File: config.mk
export PLATFORM = sky130hd
export DESIGN_NAME = baud_gen_frac
export DESIGN_NICKNAME = d
export VERILOG_FILES = /design/src/rtl/baud_gen_frac.sv
export SDC_FILE = /design/constraint.sdc
export NUM_CORES = 1
export LEC_CHECK = 0
export BUFFER_PORTS_ARGS = -buffer_cell sky130_fd_sc_hd__clkbuf_2
export CORE_MARGIN = 4
export CORE_UTILIZATION = 60
export DETAILED_ROUTE_END_ITERATION = 12
export GPL_TIMING_DRIVEN = 0
export PLACE_DENSITY = 0.79
export SLEW_MARGIN = 20
export SYNTH_ARGS = -nofsm -noshare
export SYNTH_HDL_FRONTEND = slang
export SYNTH_SLANG_ARGS = --single-unit
File: constraint.sdc
create_clock -name clk -period 5.85 [get_ports clk]
set_clock_uncertainty 0.1 [all_clocks]
set_input_delay 0.2925 -clock clk [delete_from_list [all_inputs] [get_ports clk]]
set_output_delay 0.2925 -clock clk [all_outputs]
set_load 0.02 [all_outputs]
File: src/rtl/baud_gen_frac.sv
// rtl/baud_gen_frac.sv - fractional-divisor baud / oversample tick generator
module baud_gen_frac #(
  parameter int DIV_W          = 16,
  parameter int FRAC_W         = 4,
  parameter int OVERSAMPLE     = 16,
  parameter int RESET_DIV_INT  = 325,
  parameter int RESET_DIV_FRAC = 8
) (
  input  logic                          clk,
  input  logic                          reset,
  input  logic                          en,
  input  logic                          resync,
  input  logic                          cfg_valid,
  input  logic [DIV_W-1:0]              cfg_div_int,
  input  logic [FRAC_W-1:0]             cfg_div_frac,
  output logic                          cfg_pending,
  output logic                          tick_os,
  output logic                          baud_tick,
  output logic [$clog2(OVERSAMPLE)-1:0] sample_idx
);

  localparam int IDX_W = $clog2(OVERSAMPLE);
  localparam logic [IDX_W-1:0]  IDX_MAX  = IDX_W'(OVERSAMPLE - 1);
  localparam logic [DIV_W-1:0]  RST_INT  = (RESET_DIV_INT < 2) ? DIV_W'(2) : DIV_W'(RESET_DIV_INT);
  localparam logic [FRAC_W-1:0] RST_FRAC = FRAC_W'(RESET_DIV_FRAC);

  // Divisors below 2 cannot produce a one-cycle pulse followed by a gap.
  function automatic logic [DIV_W-1:0] clamp_div(input logic [DIV_W-1:0] d);
    return (d < DIV_W'(2)) ? DIV_W'(2) : d;
  endfunction

  logic [DIV_W-1:0]  div_int;
  logic [FRAC_W-1:0] div_frac;
  logic [DIV_W-1:0]  pend_int;
  logic [FRAC_W-1:0] pend_frac;
  logic [FRAC_W-1:0] acc;
  logic [DIV_W-1:0]  cnt;

  logic [FRAC_W:0]   acc_sum;
  logic [DIV_W-1:0]  reload_cnt;
  logic [DIV_W-1:0]  pend_eff;
  logic              at_zero;
  logic              at_bit_end;

  // The carry out of the accumulator stretches the next period by one clock.
  assign acc_sum    = {1'b0, acc} + {1'b0, div_frac};
  assign reload_cnt = div_int - DIV_W'(1) + {{(DIV_W-1){1'b0}}, acc_sum[FRAC_W]};
  assign pend_eff   = clamp_div(pend_int);
  assign at_zero    = (cnt == '0);
  assign at_bit_end = (sample_idx == IDX_MAX);

  // Tick timing, phase resync and glitch-free divisor switch at bit boundaries.
  always_ff @(posedge clk) begin
    if (reset) begin
      div_int     <= RST_INT;
      div_frac    <= RST_FRAC;
      pend_int    <= '0;
      pend_frac   <= '0;
      cfg_pending <= 1'b0;
      acc         <= '0;
      cnt         <= RST_INT - DIV_W'(1);
      sample_idx  <= IDX_MAX;
      tick_os     <= 1'b0;
      baud_tick   <= 1'b0;
    end else begin
      tick_os   <= 1'b0;
      baud_tick <= 1'b0;
      if (en) begin
        if (resync) begin
          // Restart the bit phase now; a pending config takes effect immediately.
          acc        <= '0;
          sample_idx <= IDX_MAX;
          if (cfg_pending) begin
            div_int     <= pend_eff;
            div_frac    <= pend_frac;
            cnt         <= pend_eff - DIV_W'(1);
            cfg_pending <= 1'b0;
          end else begin
            cnt <= div_int - DIV_W'(1);
          end
        end else if (at_zero) begin
          tick_os    <= 1'b1;
          sample_idx <= sample_idx + IDX_W'(1);
          baud_tick  <= at_bit_end;
          if (at_bit_end && cfg_pending) begin
            // Bit boundary: switch divisors with a clean accumulator.
            div_int     <= pend_eff;
            div_frac    <= pend_frac;
            acc         <= '0;
            cnt         <= pend_eff - DIV_W'(1);
            cfg_pending <= 1'b0;
          end else begin
            acc <= acc_sum[FRAC_W-1:0];
            cnt <= reload_cnt;
          end
        end else begin
          cnt <= cnt - DIV_W'(1);
        end
      end
      // Capture after apply so a coincident write stays pending (last write wins).
      if (cfg_valid) begin
        pend_int    <= cfg_div_int;
        pend_frac   <= cfg_div_frac;
        cfg_pending <= 1'b1;
      end
    end
  end

endmodule

# Yosys cells after proc, flatten, opt, wreduce, memory -nomap -nowiden
# Index checks and enable logic that the tools add are counted.
[totals]
inputBits = 25
wordCells = 57
output_inout_bits = 7
ff_bits = 67
[classes]
eq_ne = 2
magnitude_cmp = 1
reduce_logical = 12
bitwise_logic = 2
muxes = 24
add_sub_neg = 6
[ops]
columns = ["cell", "n"]
rows = [
  ["2-to-1 mux 16 bit", 9],
  ["subtractor 16 x 1 -> 16 bit, second input constant", 3],
  ["2-to-1 mux 4 bit", 9],
  ["adder 16 x 1 -> 16 bit", 1],
  ["zero test 16 bit", 1],
  ["< comparator 16 x 2 -> 1 bit, second input constant", 1],
  ["2-to-1 mux 1 bit", 6],
  ["nonzero test 2 bit", 3],
  ["nonzero test 3 bit", 2],
  ["adder 4 x 4 -> 5 bit", 1],
  ["adder 4 x 1 -> 4 bit, second input constant", 1],
  ["== test 4 bit, second input constant", 1],
  ["AND reduction 4 bit", 1],
  ["OR reduction 4 bit", 1],
  ["AND reduction 3 bit", 1],
  ["OR reduction 3 bit", 1],
  ["inequality test 2 x 1 -> 1 bit, second input constant", 1],
  ["NOT 1 bit", 2],
  ["AND reduction 2 bit", 1],
  ["logical AND 1 bit", 1],
]

# Depth between registers and ports, before layout
# Gate-level depths: netlist of the first run.
[depth]
word_depth = 7
ltp_mapped = 13
depth_no_buf = 12

# Least setup slack after synthesis of the first run
# OpenSTA, ideal clock, no wires.
[synth_timing]
kind = "flip-flop to flip-flop"
startpoint = "register pend_int[4]"
endpoint = "register cnt[14]"
t_required_ns = 5.680
arrival_ns = 2.833
synth_period_minus_slack_ns = 3.002
setup_ns = 0.070
setup_slack_ns = 2.848
path_buffers = 0
path_stages_with_launch = 11
cell_sequence = "dfxtp_1 nor4_1 nand4_1 o21ai_0 ha_1 nand3_1 nor3_1 xor2_1 mux2i_1 a311o_1 a21oi_1"
[synth_via]
elab_chain_len = 6
word_cells_on_any_way = 7
cone_classes = "add/sub: 1; order compare: 1; mux: 5"
[synth_rtl]
columns = ["element", "line", "text"]
rows = [
  ["from (decl)", "34", "logic [DIV_W-1:0] pend_int;"],
  ["from (signal assigned)", "102", "pend_int <= cfg_div_int;"],
  ["< comparator 16 x 2 -> 1 bit", "29", "return (d < DIV_W'(2)) ? DIV_W'(2) : d;"],
  ["2-to-1 mux 16 bit *", "29", ""],
  ["subtractor 16 x 1 -> 16 bit *", "76, 90", ""],
  ["2-to-1 mux 16 bit", "85", "if (at_bit_end && cfg_pending) begin"],
  ["2-to-1 mux 16 bit", "81", "end else if (at_zero) begin"],
  ["2-to-1 mux 16 bit *", "69", "if (resync) begin"],
  ["to (signal assigned)", "76", "cnt <= pend_eff - DIV_W'(1);"],
  ["to (signal assigned)", "79", "cnt <= div_int - DIV_W'(1);"],
  ["to (signal assigned)", "90", "cnt <= pend_eff - DIV_W'(1);"],
  ["to (decl)", "37", "logic [DIV_W-1:0] cnt;"],
]
# Mark *: on every way between the ends. The rest lies on a longest branch, timed or not.
# A chain may end at the register's enable or synchronous reset.

# Worst setup path after layout of the first run
[layout_timing]
startpoint = "register pend_int[4]"
endpoint = "register cnt[6]"
# Same word-level chain as after synthesis.

==> results of run 1 <==
Yosys cell counts, types with 11 or more instances:
library cell / count / area [sq um]
o21ai_0: 20 / 100.1
nor2_1: 68 / 255.2
a211oi_1: 13 / 97.59
nand3_1: 18 / 90.09
ha_1: 11 / 137.6
mux2i_1: 30 / 300.3
xnor2_1: 18 / 157.7
a21oi_1: 38 / 190.2
inv_1: 11 / 41.29
nor3_1: 17 / 85.08
nor4_1: 13 / 81.33
nand2_1: 67 / 251.5
dfxtp_1: 67 / 1341
xor2_1: 22 / 192.7
clkbuf_1: 36 / 135.1
registers in the layout, summed over array words and instances, names as in the netlist:
register / cells
cnt: 16
div_int: 16
pend_int: 16
acc: 4
div_frac: 4
pend_frac: 4
sample_idx: 4
baud_tick: 1
cfg_pending: 1
tick_os: 1
power by group through the flow:
| stage | clock, mW | combinational, mW | sequential (mW) |
|---|---|---|---|
| after floorplan | 0 | 0.139 | 0.501 |
| after global placement | 0 | 0.189 | 0.505 |
| after detailed placement | 0 | 0.192 | 0.506 |
| after CTS | 0.441 | 0.194 | 0.495 |
| after global routing | 0.469 | 0.217 | 0.499 |
| final | 0.441 | 0.199 | 0.496 |
metal layers:
metal | vias up | routed length (um) | global-route usage
li1 | 2218 | - | -
met1 | 2083 | 5749 | 0.3920
met2 | 227 | 5864 | 0.4792
met3 | 34 | 1093 | 0.06853
met4 | 0 | 409 | 0.1166
met5 | - | 0 | 0
final cells by class:
cell class,instances,share of cell area
clock buffer,12,0.02904
timing repair buffer,28,0.02804
multi-input combinational,467,0.5931
tap,99,0.02479
buffer,42,0.03355
sequential,67,0.2684
inverter,11,0.008262
clock inverter,4,0.01477
worst paths after layout:
| kind | startpoint | to | slack, ns | cells past startpoint |
|---|---|---|---|---|
| min | cfg_div_int[3] | pend_int[3] | 0.07 | 3 |
| min reg2reg | pend_frac[0] | div_frac[0] | 0.36 | 2 |
| max | pend_int[4] | cnt[6] | 1.63 | 10 |
| max reg2reg | pend_int[4] | cnt[6] | 1.63 | 10 |
metrics by stage:
stage / setup WS [ns] / std cells / hold WS, ns
2_1_floorplan: 2.848 / 587 / 0.3312
3_3_place_gp: 2.103 / 714 / 0.3437
3_5_place_dp: 1.963 / 714 / 0.3481
4_1_cts: 1.870 / 730 / 0.06961
5_1_grt: 1.324 / 730 / 0.08208
6_report: 1.631 / 730 / 0.07378
critical path: stages (launching register included):
cell	delay [ns]
dfxtp_1	0.38
nor4_1	0.76
nand4_1	0.31
o21ai_0	0.54
ha_1	0.40
nand3_1	0.13
xor2_1	0.28
mux2i_1	0.12
a21o_1	0.22
a2111oi_0	0.68
o21ai_0	0.15
cells by family after synthesis:
kind of cell | count (synthesis) | share of synthesized area
AO/OA/AOI/OAI | 143 | 0.2131
XOR/XNOR | 40 | 0.07760
adder cells (fa/ha/maj) | 12 | 0.03492
buffers and inverters | 53 | 0.04629
flip-flops | 67 | 0.2971
multiplexers | 31 | 0.06901
AND/OR/NAND/NOR | 241 | 0.2619
==> results.tsv, run 1 <==
metric	value	unit
syn_area	0.004514	sq mm
setup_tns	0	ns
worst_setup_path_end_kind	flip-flop	
period_needed	4.219	ns
clk_latency	0.35	ns
cts_sinks	67	
final_common_cell	nor2_1	
powerDensity	227.3	mW/mm^2
cts_buffers	9	
syn_inst	587	
io_pins	32	
ys_async_sr_fraction	0	
tightestPinTransition	0.9628	ns
grt_pass1_vias	4237	
via_count	4562	
vias_per_cell	6.249	
multiInputGateArea	0.002964	sq mm
cts_tree	built	
detail_route.first_pass.iterations	5	
leakage	1.921	nW
htree_levels	3	
synth_fp_nets	624	
final_area	0.004997	sq mm
cts_buffer_depth	2	
start_util	0.6191	
ctsHoldBuffers	0	
drt_iter0_drc	396	
dp_hpwl	9.875	mm
grt_max_degree	12	
clk_pin_slew	0.08	ns
grt_antenna_before_repair	0	
hold_viol_final	0	
irDropWorstVdd	0.0001615	V
p_int	799.8	uW
period_share	0.7211	
fin_total_pwr	1.136	mW
p_sw	336.3	uW
synth_cell_types	65	
final-seq-area	0.001341	sq mm
cap_violations	0	
crit_required	5.95	ns
rsz0062_at_grt	no	
p_comb_frac	0.175	
syn_area_per_cell	7.691	sq um
drt_wl_total	13.12	mm
die_area	0.008976	sq mm
seq_power_share	0.437	
ys_ff_latch	67	
die_h	94.74	um
ant_nets	0	
final_cell_mix	nor2_1 (68), nand2_1 (67), dfxtp_1 (67)	
layout-drive-gt1-share	0.09033	
drc_errors	0	
switching_share	0.2960	
grt.total_usage	0.2999	
cts_setup_buffers	0	
worstHoldPathType	in2reg	
setup_viol	0	
port_buffers	28	
cts-root-buf	clkbuf_8	
grt_pass1_wl	20.98	mm
synth-seq-area-share	0.2971	
nets	663	
antennaDiodeCount	0	
grt_overflow	0	
gp_congestion	0.9761	
synthToLayoutAreaGrowth	10.70	%
clock_power_share	0.388	
crit_type	reg2reg	
slew_viol_final	0	
ys.flop_type	dfxtp_1	
post_drt_wl_per_cell	17.97	um
critPathMaxFanout	6	
synth-edff-count	0	
fill_cells	683	
placed_cell_area	0.004778	sq mm
worstPathArrival	4.32	ns
die_w	94.74	um
core	0.007292	sq mm
utilization	0.6853	
yosysWarnings	0	
ctsResizeCount	0	
max_freq	0.2370	GHz
slew_headroom	0.3522	
start_kind	flip-flop	
outcome	complete, no violations	
rows	31	
Power figures use the tool's default switching activity.
==> inputs of run 2 (changes only) <==
--- a/config.mk
+++ b/config.mk
@@ -5,12 +5,13 @@
 export SDC_FILE = /design/constraint.sdc
 export NUM_CORES = 1
 export LEC_CHECK = 0
+export ABC_AREA = 1
 export BUFFER_PORTS_ARGS = -buffer_cell sky130_fd_sc_hd__clkbuf_2
 export CORE_MARGIN = 4
-export CORE_UTILIZATION = 60
+export CORE_UTILIZATION = 55
 export DETAILED_ROUTE_END_ITERATION = 12
 export GPL_TIMING_DRIVEN = 0
-export PLACE_DENSITY = 0.79
+export PLACE_DENSITY = 0.77
 export SLEW_MARGIN = 20
 export SYNTH_ARGS = -nofsm -noshare
 export SYNTH_HDL_FRONTEND = slang
==> constraint.sdc (replaced) <==
create_clock -name clk -period 3.8 [get_ports clk]
set_clock_uncertainty 0.1 [all_clocks]
set_input_delay 0.19 -clock clk [delete_from_list [all_inputs] [get_ports clk]]
set_output_delay 0.19 -clock clk [all_outputs]
set_load 0.02 [all_outputs]
==> results.tsv, run 2 <==
metric	value	unit	change
synth_common_cells	nand2_1 (143), nor2_1 (94), inv_1 (81)		was nor2_1 (68), dfxtp_1 (67), nand2_1 (67)
slew_viol_final	0		unchanged
crit_required	3.93	ns	was 5.95 ns
ctsResizeCount	0		unchanged
syn_area_per_cell	6.418	sq um	was 7.691 sq um
dp_cells	828		was 714
ys_ff_latch	67		unchanged
synth-seq-area-share	0.2999		was 0.2971
dp_hpwl	10.13	mm	was 9.875 mm
cts_tree	built		unchanged
irDropWorstVdd	0.0002470	V	was 0.0001615 V
synth-edff-count	0		unchanged
hold_viol_final	0		unchanged
slew_headroom	0.4928		was 0.3522
yosys.area_share.adder	0.03524		was 0.03492
gr-usage-met1	0.3601		was 0.3920
grt_overflow	0		unchanged
start_util	0.5729		was 0.6191
syn_area	0.004473	sq mm	was 0.004514 sq mm
cpPeakStageDelay	0.35	ns	was 0.76 ns
clk_latency	0.36	ns	was 0.35 ns
use_met2	0.4529		was 0.4792
worst_setup_path_end_kind	flip-flop		unchanged
max_freq	0.3400	GHz	was 0.2370 GHz
synth_fp_nets	734		was 624
powerDensity	356.6	mW/mm^2	was 227.3 mW/mm^2
final_common_cell	nand2_1		was nor2_1
via_count	4844		was 4562
die_w	98.18	um	was 94.74 um
drt_wl_total	13.33	mm	was 13.12 mm
outcome	complete, no violations		unchanged
htree_levels	3		unchanged
drc_errors	0		unchanged
worstHoldPathType	in2reg		unchanged
synth_compound_area_frac	0.1919		was 0.2131
yosysWarnings	0		unchanged
start_kind	flip-flop		unchanged
r2r_start	div_frac[0]		was pend_int[4]
vias_per_cell	5.685		was 6.249
final_cell_mix	nand2_1 (143), nor2_1 (94), inv_1 (81)		was nor2_1 (68), nand2_1 (67), dfxtp_1 (67)
crit_path_end	cnt[12]		was cnt[6]
gp_congestion	0.9500		was 0.9761
crit_buf_inv	1		was 0
cp_slowest_cell	dfxtp_1		was nor4_1
syn_inst	697		was 587
setup_tns	0	ns	unchanged
globalRouteMet3Util	0.07571		was 0.06853
cap_violations	0		unchanged
tightestPinTransition	0.7581	ns	was 0.9628 ns
cp_common_cell	nand2_1		was o21ai_0
finalNonFillerCells	852		was 730
crit_start	div_frac[0]		was pend_int[4]
cts_buffers	9		unchanged
critical_path.cell_chain	ha_1 -> fa_1 -> a21oi_1 -> o21bai_1 -> ha_1 -> ha_1 -> inv_1 -> nor2_1 -> nand2_1 -> nor2_1 -> nand2_1 -> nor2_2 -> nand2_1 -> nand2_1 -> nand2_1 -> nand2_1 -> nand2_1 -> a21oi_1 -> nor2_1		was nor4_1 -> nand4_1 -> o21ai_0 -> ha_1 -> nand3_1 -> xor2_1 -> mux2i_1 -> a21o_1 -> a2111oi_0 -> o21ai_0
io_pins	32		unchanged
period_needed	2.941	ns	was 4.219 ns
fill_cells	717		was 683
port_buffers	29		was 28
r2r_end	cnt[12]		was cnt[6]
drt_iter0_drc	431		was 396
layout-drive-gt1-share	0.1053		was 0.09033
path_delay_family	simple AND/OR/NAND/NOR gates		was compound AO/OA/AOI/OAI gates
grt_pass1_wl	22.05	mm	was 20.98 mm
synth.area.top_cells	dfxtp_1 (30%), nand2_1 (12%), nor2_1 (7.9%)		was dfxtp_1 (30%), mux2i_1 (6.7%), nor2_1 (5.7%)
synth-xor-area-share	0.05091		was 0.07761
antennaDiodeCount	0		unchanged
detail_route.first_pass.iterations	5		unchanged
worstPathArrival	3.07	ns	was 4.32 ns
period_share	0.7740		was 0.7211
cts_sinks	67		unchanged
nets	782		was 663
rsz0062_at_grt	no		unchanged
clk_pin_slew	0.08	ns	about the same
yosysTopAreaCell	dfxtp_1		unchanged
cts-root-buf	clkbuf_8		unchanged
ff2ff_setup_slack	0.86	ns	was 1.63 ns
largest_registers	cnt x16, div_int x16, pend_int x16		unchanged
synthToLayoutAreaGrowth	12.87	%	was 10.70%
yosys.area.top_type_share	0.2999		was 0.2971
ctsHoldBuffers	8		was 0
core	0.007807	sq mm	was 0.007292 sq mm
cts_setup_buffers	0		unchanged
path_depth	19		was 10
rows	32		was 31
reg2regPathDepth	19		was 10
crit_type	reg2reg		unchanged
synth-simple-area-share	0.3264		was 0.2619
cts_buffer_depth	2		unchanged
setup_viol	0		unchanged
grt_max_degree	14		was 12
synth_most_common_cell	nand2_1		was nor2_1
leakage	2.297	nW	was 1.921 nW
synth.area.mux_share	0		was 0.06901
die_area	0.009639	sq mm	was 0.008976 sq mm
top_usage_layer	met2		unchanged
ys_async_sr_fraction	0		unchanged
ant_nets	0		unchanged
grt_antenna_before_repair	0		unchanged
critPathMaxFanout	5		was 6
synth_top_family_by_area	simple AND/OR/NAND/NOR gates		unchanged
die_h	98.18	um	was 94.74 um
post_drt_wl_per_cell	15.65	um	was 17.97 um
grt_pass1_vias	4571		was 4237
grt.total_usage	0.2831		was 0.2999
ys.flop_type	dfxtp_1		unchanged
fin_total_pwr	1.800	mW	was 1.136 mW
synth_cell_types	43		was 65
## run 2: cell types whose count changed in the layout (fill, tap and decap cells not counted), moves of 11 or more
cell / change
nor4_1: -12
a211oi_1: -12
o21ai_1: +11
inv_1: +70
o21ai_0: +34
xnor2_1: -15
mux2i_1: -30
nand3_1: +30
nand2_1: +76
nor2_1: +26
a21oi_1: +12
clkbuf_1: -21
## run 2: cells by family after synthesis
| logic type | count (synthesis) |
|---|---|
| DFF | 67 |
| AOI/OAI and AO/OA | 150 |
| buffers and inverters | 109 |
| and+or+nand+nor | 333 |
| xor gates and xnor gates | 26 |
| adders and majority gates | 12 |
## run 2: layout make-up
type                    instances  area (sq um)  area share
multi-input cells             521          2704      0.5356
plain buffers                  22         101.3     0.02007
clock inverters                 7         98.84     0.01958
flip-flops and latches         67          1341      0.2657
inverters                      87         326.6     0.06468
repair buffers                 37         225.2     0.04461
well taps                     102         127.6     0.02528
clock buffers                   9         123.9     0.02454
## run 2: metrics by stage
step	hold WS [ns]	instance area (sq um)	setup slack, ns	util
6_report	0.01590	5049	0.8589	0.6466
3_5_place_dp	0.3197	4746	0.9019	0.6079
5_1_grt	0.02630	5049	0.5301	0.6466
2_1_floorplan	0.2249	4473	1.352	-
4_1_cts	0.007534	5049	0.8961	0.6466
3_3_place_gp	0.3159	4746	0.9836	0.6079
## run 2: report_power, final
group	switching, mW	internal (mW)
registers	0.0400	0.741
clock network	0.306	0.374
logic	0.225	0.114
## run 2: worst min path at each step
stage | depth (start not counted) | end | startpoint | slack (ns)
after floorplan | 2 | pend_int[10] | cfg_div_int[10] | 0.22
after global placement | 3 | pend_int[15] | cfg_div_int[15] | 0.32
after detailed placement | 3 | pend_int[15] | cfg_div_int[15] | 0.32
after CTS | 3 | pend_int[2] | cfg_div_int[2] | 0.008
after global routing | 3 | pend_int[3] | cfg_div_int[3] | 0.03
final | 3 | pend_int[2] | cfg_div_int[2] | 0.02
## run 2: metal layers
metal	wire length, um	vias to the layer above
met2	6077	234
met5	0	-
met1	5514	2182
met3	1247	44
li1	-	2384
met4	494	0
## run 2: worst reg2reg max path, cell delays in order (launching register included)
cell and delay, ns:
dfxtp_1 0.35, ha_1 0.19, fa_1 0.21, a21oi_1 0.08, o21bai_1 0.15, ha_1 0.20, ha_1 0.18, inv_1 0.06
nor2_1 0.13, nand2_1 0.12, nor2_1 0.16, nand2_1 0.12, nor2_2 0.23, nand2_1 0.08, nand2_1 0.06, nand2_1 0.05
nand2_1 0.09, nand2_1 0.06, a21oi_1 0.12, nor2_1 0.06
==> inputs of run 3 (changes only) <==
--- a/config.mk
+++ b/config.mk
@@ -5,7 +5,7 @@
 export SDC_FILE = /design/constraint.sdc
 export NUM_CORES = 1
 export LEC_CHECK = 0
-export ABC_AREA = 1
+export ABC_AREA = 0
 export BUFFER_PORTS_ARGS = -buffer_cell sky130_fd_sc_hd__clkbuf_2
 export CORE_MARGIN = 4
 export CORE_UTILIZATION = 55
==> constraint.sdc (replaced) <==
create_clock -name clk -period 2.5 [get_ports clk]
set_clock_uncertainty 0.1 [all_clocks]
set_input_delay 0.125 -clock clk [delete_from_list [all_inputs] [get_ports clk]]
set_output_delay 0.125 -clock clk [all_outputs]
set_load 0.02 [all_outputs]
==> results.tsv, run 3 (synthesis gave the netlist of run 1 again) <==
metric	value	unit	change
grt_max_degree	15		was 14
htree_levels	3		unchanged
worstHoldPathType	in2reg		unchanged
grt_overflow	0		unchanged
grt.total_usage	0.2951		was 0.2831
grt_pass1_wl	23.33	mm	was 22.05 mm
final_cell_mix	nand2_1 (64), nor2_1 (63), dfxtp_1 (58)		was nand2_1 (143), nor2_1 (94), inv_1 (81)
dp_hpwl	9.881	mm	was 10.13 mm
pre_cts_ws	-0.9038	ns	was 0.9019 ns
multiInputGateArea	0.003545	sq mm	was 0.002704 sq mm
setup_viol	14		was 0
max_freq	0.3436	GHz	was 0.3400 GHz
io_pins	32		unchanged
leakage	2.256	nW	was 2.297 nW
synthToLayoutAreaGrowth	33.62	%	was 12.87%
hold_slack	0.1580	ns	was 0.01590 ns
slew_headroom	0.4944		was 0.4928
irDropWorstVdd	0.0004343	V	was 0.0002470 V
detail_route.first_pass.iterations	5		unchanged
final_common_cell	nand2_1		unchanged
via_count	4973		was 4844
cts_buffer_depth	2		unchanged
cts_sinks	67		unchanged
period_share	1.164		was 0.7740
period_needed	2.910	ns	was 2.941 ns
final-seq-area	0.001363	sq mm	was 0.001341 sq mm
port_buffers	28		was 29
die_h	98.60	um	was 98.18 um
die_w	98.60	um	was 98.18 um
placed_cell_area	0.004872	sq mm	was 0.004746 sq mm
rsz0062_at_grt	yes		was no
drc_errors	0		unchanged
largest_registers	cnt x16, div_int x16, pend_int x16		unchanged
gp_congestion	1.031		was 0.9500
clk_latency	0.36	ns	about the same
tightestPinTransition	0.7486	ns	was 0.7581 ns
worst_setup_path_end_kind	flip-flop		unchanged
grt_pass1_vias	4776		was 4571
violations	negative setup slack		
clk_pin_slew	0.09	ns	was 0.08 ns
hold_viol_final	0		unchanged
start_kind	flip-flop		unchanged
timing.final.ws_setup	-0.4100	ns	was 0.8589 ns
layout-drive-gt1-share	0.2608		was 0.1053
utilization	0.7687		was 0.6466
ant_nets	0		unchanged
post_drt_wl_per_cell	19.91	um	was 15.65 um
worstPathArrival	3.06	ns	was 3.07 ns
start_util	0.5753		was 0.5729
nets	703		was 782
crit_required	2.65	ns	was 3.93 ns
final_area	0.006032	sq mm	was 0.005049 sq mm
setup_tns	-3.473	ns	was 0 ns
drt_iter0_drc	477		was 431
rows	32		unchanged
cts_buffers	9		unchanged
critPathMaxFanout	5		unchanged
drt_wl_total	15.39	mm	was 13.33 mm
vias_per_cell	6.433		was 5.685
slew_viol_final	0		unchanged
grt_antenna_before_repair	0		unchanged
die_area	0.009721	sq mm	was 0.009639 sq mm
cap_violations	0		unchanged
cts_tree	built		unchanged
core	0.007848	sq mm	was 0.007807 sq mm
antennaDiodeCount	0		unchanged
fill_cells	540		was 717
cts-root-buf	clkbuf_8		unchanged
crit_type	reg2reg		unchanged
powerDensity	476.5	mW/mm^2	was 356.6 mW/mm^2
outcome	finished with violations		was complete, no violations
==> run 3: changes by cell type in the layout (fill, tap and decap cells not counted), sizes merged, moves of 30 or more <==
cell and change:
nor2 -36, o21ai -46, inv -74, mux2i +30
buf +33, nand3 -31, nand2 -78
==> run 3: power breakdown <==
group / internal (mW) / switching (mW)
logic: 0.258 / 0.348
registers: 1.11 / 0.0762
clock network: 0.582 / 0.500
total: 1.95 / 0.924
==> run 3: stage by stage <==
step / std cells / total power, mW
floorplan: 587 / 1.506
global placement: 717 / 1.630
detailed placement: 717 / 1.643
CTS: 771 / 2.783
global route: 773 / 2.977
finish: 773 / 2.874
==> run 3: final timing paths <==
path / slack (ns) / cells after the start / start / end
worst min-delay path: 0.16 / 4 / en / cnt[14]
worst min register to register: 0.37 / 2 / div_frac[2] / div_frac[2]
worst max-delay path: -0.41 / 12 / div_frac[0] / cnt[7]
worst max register to register: -0.41 / 12 / div_frac[0] / cnt[7]
==> run 3: timing repair <==
action,4_1_cts,5_1_grt
resized for setup,56,73
hold endpoints to repair,20,0
pin swaps,39,35
hold buffers,21,0
buffers inserted,19,10
setup endpoints to repair,44,43
==> run 3: metal layers <==
layer / vias up / wire (um) / part of all wire / track usage
li1: 2293 / - / - / -
met1: 2296 / 5991 / 0.39 / 0.3653
met2: 324 / 7414 / 0.48 / 0.5013
met3: 60 / 1500 / 0.097 / 0.04812
met4: 0 / 486 / 0.032 / 0.1355
met5: - / 0 / 0 / 0
==> run 3: worst max-delay path: stages, from the launching register on <==
cell	delay, ns
dfxtp_2	0.35
ha_4	0.17
fa_2	0.36
a21o_1	0.17
a21o_1	0.22
ha_4	0.19
nor2b_4	0.16
a2111oi_4	0.28
a31oi_1	0.07
a21oi_1	0.22
xnor2_1	0.15
nand2_1	0.10
a31o_2	0.26
==> run 3: cell type report <==
class                   instances  share of cell area
plain buffers                  32             0.02489
clock buffers                   9             0.02054
clock inverters                 7             0.01784
inverters                      11            0.007260
multi-input cells             467              0.5876
flip-flops and latches         67              0.2259
well taps                     102             0.02116
repair buffers                 78             0.09479
